--- config.mk ---
export PLATFORM = sky130hd
export DESIGN_NAME = resource_arbiter
export DESIGN_NICKNAME = d
export VERILOG_FILES = /design/src/rtl/resource_arbiter.sv
export SDC_FILE = /design/constraint.sdc
export NUM_CORES = 1
export LEC_CHECK = 0
export BUFFER_PORTS_ARGS = -buffer_cell sky130_fd_sc_hd__buf_2
export CORE_MARGIN = 2
export CORE_UTILIZATION = 46
export CTS_CLUSTER_SIZE = 20
export DETAILED_ROUTE_END_ITERATION = 6
export HOLD_SLACK_MARGIN = 0.02
export PLACE_DENSITY = 0.86
export SYNTH_ARGS = -nofsm -noshare
export SYNTH_HDL_FRONTEND = slang
export SYNTH_SLANG_ARGS = --single-unit
export TNS_END_PERCENT = 1
--- constraint.sdc ---
create_clock -name clk -period 5.69 [get_ports clk]
set_input_delay 1.138 -clock clk [delete_from_list [all_inputs] [get_ports clk]]
set_output_delay 1.138 -clock clk [all_outputs]
set_load 0.01 [all_outputs]
--- src/rtl/resource_arbiter.sv ---
// Round-robin front end sharing one registered lookup resource among NUM_REQ requesters.
// One request in flight at a time: accept -> issue -> capture -> respond.
module resource_arbiter #(
  parameter int NUM_REQ = 4,
  parameter int ID_W    = 2
) (
  input  logic                    clk,
  input  logic                    reset,
  input  logic [NUM_REQ-1:0]      req_valid,
  input  logic [NUM_REQ*32-1:0]   req_addr,
  output logic [NUM_REQ-1:0]      req_ready,
  output logic [NUM_REQ-1:0]      rsp_valid,
  output logic [31:0]             rsp_data,
  output logic                    rsp_err,
  output logic                    busy,
  output logic [31:0]             resource_input,
  input  logic [31:0]             resource_output
);

  typedef enum logic [1:0] {
    IDLE,
    ISSUE,
    CAPTURE,
    RESP
  } state_t;

  state_t          state, state_nxt;
  logic [ID_W-1:0] last_grant;
  logic [ID_W-1:0] cur_id;
  logic [ID_W-1:0] winner;
  logic [ID_W-1:0] rr_idx;
  logic            found;
  logic [31:0]     win_addr;

  // Search starts just after the previous winner and wraps, so every holder is reached.
  always_comb begin
    winner = '0;
    rr_idx = '0;
    found  = 1'b0;
    for (int unsigned i = 1; i <= NUM_REQ; i++) begin
      rr_idx = ID_W'((32'(last_grant) + i) % NUM_REQ);
      if (!found && req_valid[rr_idx]) begin
        found  = 1'b1;
        winner = rr_idx;
      end
    end
  end

  always_comb begin
    win_addr = '0;
    for (int unsigned i = 0; i < NUM_REQ; i++) begin
      if (winner == ID_W'(i)) win_addr = req_addr[i*32 +: 32];
    end
  end

  always_comb begin
    state_nxt = state;
    req_ready = '0;
    busy      = (state != IDLE);
    case (state)
      IDLE: begin
        if (found) begin
          req_ready = NUM_REQ'(1) << winner;
          state_nxt = ISSUE;
        end
      end
      ISSUE:   state_nxt = CAPTURE;
      CAPTURE: state_nxt = RESP;
      RESP:    state_nxt = IDLE;
      default: state_nxt = IDLE;
    endcase
  end

  always_ff @(posedge clk) begin
    if (reset) state <= IDLE;
    else       state <= state_nxt;
  end

  always_ff @(posedge clk) begin
    if (reset) begin
      last_grant     <= ID_W'(NUM_REQ - 1);
      cur_id         <= '0;
      resource_input <= '0;
      rsp_data       <= '0;
      rsp_err        <= 1'b0;
      rsp_valid      <= '0;
    end else begin
      rsp_valid <= '0;
      case (state)
        IDLE: begin
          if (found) begin
            cur_id         <= winner;
            last_grant     <= winner;
            resource_input <= win_addr;
          end
        end
        ISSUE: resource_input <= '0;
        CAPTURE: begin
          rsp_data  <= resource_output;
          rsp_err   <= (resource_output == 32'hFFFF_FFFF);
          rsp_valid <= NUM_REQ'(1) << cur_id;
        end
        default: ;
      endcase
    end
  end

endmodule

==> summary.txt <==
Placed design
  • GPL Wtd Cong: 0.825
  • # port buffers: 239
  • Worst slack, placed: about 1.7 ns
  • Hpwl dp: 9230 um

Drt
  • Highest routed layer: met4
  • Via count: 4085
  • Drt wl/cell: 15.7 um
  • Met1 WL: 4610 um
  • Initial DRC Count: 176
  • DRT Pass-1 Iters: 4
  • Drt drc: 0
  • WL met2: 6210 um
  • Antenna Violating Nets Remaining: 0
  • Met3 wire length: roughly 950 um
  • Final wirelength: 12000 um
  • Vias per inst: 5.33

Setup path
  • Crit path capture type: output port
  • Crit path buf inv count: 4
  • Setup CP Type: in -> out
  • Worst-path maximum fanout: 38
  • Slack of the worst reg-to-reg path: ~3.1 ns
  • Critical Path Max Stage Delay: 0.38 ns
  • Slowest cell on crit path: buf_4
  • Worst Setup Start Kind: primary input
  • Crit path arrival time: between 2 and 3 ns
  • Req. time, crit path: about 4.6 ns
  • CP delay by family, top: buffers and inverters
  • Sequence of cells on the critical path: buf_2 > inv_2 > o21ai_0 > a211oi_4 > buf_4 > and3_1 > buf_2
  • Cell mode on critical path: buf_2

Yosys
  • Post-synth top cells: 94 x nor2_1, 75 x dfxtp_1, 62 x mux2i_1
  • Post-synth ARST share: 0%
  • Ys flop type: dfxtp_1
  • Top post-synthesis cells by area: dfxtp_1 41%, mux2i_1 17%, nor2_1 9.5%, a221o_1 8.4%, nand2_1 5.1%
  • Synthesized flop and latch total: 75
  • Cell Area, Synth: 3700 um^2
  • Seq/Total Area, Yosys: 40.6%
  • Syn_nets: 604
  • Syn Area/Cell: between 8 and 9 um^2
  • Synth Instances: 435
  • Yosys top cell area share: approximately two fifths
  • Count leader, synth: nor2_1
  • Yosys cell types: 41
  • Synth warn: 0
  • EDFF count, synth: 0
  • Largest area contributor in the synthesized netlist: dfxtp_1

Clock network
  • Depth of the CTS H-tree: 3
  • Worst-Skew Late Latency: between 0.3 and 0.4 ns
  • TritonCTS Sinks: 75
  • Clock slew at reported path FFs: 0.08 ns
  • Number of post-CTS setup repair buffers: 0
  • Total CTS buffers: 9
  • Post-cts resize count: 0
  • CTS tree: built
  • Hold buffers post-CTS: 0
  • Largest buffer count on any clock path: 2
  • CTS root buffer: clkbuf_8

Timing
  • Setup TNS: 0 ns
  • Final Hold Viols: 0
  • Setup Viol. Count Final: 0
  • Pin slew with the least headroom to its limit: 1.14 ns
  • Fmax: 248 MHz
  • Period minus WS final: roughly 4.0 ns
  • Final setup margin: 1.66 ns
  • Rel. slew slack: 23.7%
  • Fin Hold WS: 0.445 ns
  • RSZ-0062 raised after global routing: no
  • Pins Over Slew Limit: 0
  • Final period util: 70.8%
  • Skew final: 0.0118 ns

Die
  • Core area: 7770 um^2
  • Row count: 32
  • Die Area: between 8000 and 9000 um^2
  • Ports: 240
  • Die W: between 90 and 100 um
  • Initial Util: 47.6%
  • Chip height: roughly 94 um

Outcome
  • Status: completed

Pwr
  • Pwr dens: 387 nW/um^2
  • Worst vdd ir: 0.288 mV
  • Leak: 0.00261 uW

Global routing
  • GRT Util Overall: 25.3%
  • Antenna violations before repair: 0
  • Largest net degree at the start of global routing: 47
  • First-pass GRT wire length: 17700 um
  • Vias in the first global route: 3680
  • Gr ovfl total: 0

Finish
  • Share of post-route cells with drive strength above 1: 40.8%
  • Diodes inserted: 0
  • Area Growth Syn to Fin: 39.2%
  • Nets@finish: 828

Job
  • Total of max-cap violations: 0

Worst hold path
  • Worst min path class: reg -> reg
worst min-delay path, delay by kind of cell (launching register included):
kind | cells | cell delay [ns]
and+or+nand+nor | 1 | 0.05
DFF | 1 | 0.31
AOI/OAI and AO/OA | 1 | 0.05
cell usage in the layout, fill, tap and decap left out, types with 5 or more instances in the layout:
cell,instances
buf_2,239
nor2_1,94
dfxtp_1,75
mux2i_1,62
nand2_1,50
a221o_1,31
o21ai_1,25
clkbuf_8,9
nor3_1,8
nand4_1,7
a21oi_1,5
buf_4,5
layer usage:
metal	vias to the layer above	global-route usage, %
met2	177	46.8
met3	26	6.50
li1	1990	-
met1	1892	28.1
met5	-	0
met4	0	8.33
stage by stage:
step	util [%]	power (uW)	instances	instance area, um^2
2_1_floorplan	-	1260	435	3700
3_3_place_gp	63.5	1540	750	4940
3_5_place_dp	63.5	1570	750	4940
4_1_cts	66.3	2000	766	5150
5_1_grt	66.3	2100	766	5150
6_report	66.3	1990	766	5150
path summary, 6_finish.rpt:
check | end | start | cells past startpoint
worst max-delay path | req_ready[0] | req_valid[1] | 7
worst min-delay path | resource_input[20] | resource_input[20] | 2
worst min register to register | resource_input[20] | resource_input[20] | 2
worst max register to register | resource_input[16] | last_grant[0] | 6
cells by family (layout without fill, tap and decap cells):
family	after synthesis	count (layout)	synth area share [%]
buffers and inverters	36	265	4.53
AO/OA/AOI/OAI	76	76	15.5
AND/OR/NAND/NOR	183	183	21.5
flip-flops	75	75	40.6
adder cells (fa/ha/maj)	3	3	1.02
multiplexers	62	62	16.8
flip-flops by register name, summed over array words and instances, names as in the netlist:
register        flops
resource_input     32
rsp_data           32
rsp_valid           4
cur_id              2
last_grant          2
state               2
rsp_err             1
power by group:
group	switching (uW)	internal [uW]	total [uW]	leakage, uW
registers	80.8	653	734	0.000614
logic	464	357	822	0.00189
clock network	224	214	437	0.000105
layout make-up:
class | instances | area, um^2
inverter | 5 | 18.8
sequential | 75 | 1500
tap | 102 | 128
multi-input combinational | 324 | 2050
clock inverter | 7 | 86.3
fill | 677 | 2620
timing repair buffer | 244 | 1230
clock buffer | 9 | 124
No activity file was read; power rests on OpenSTA's default activity.
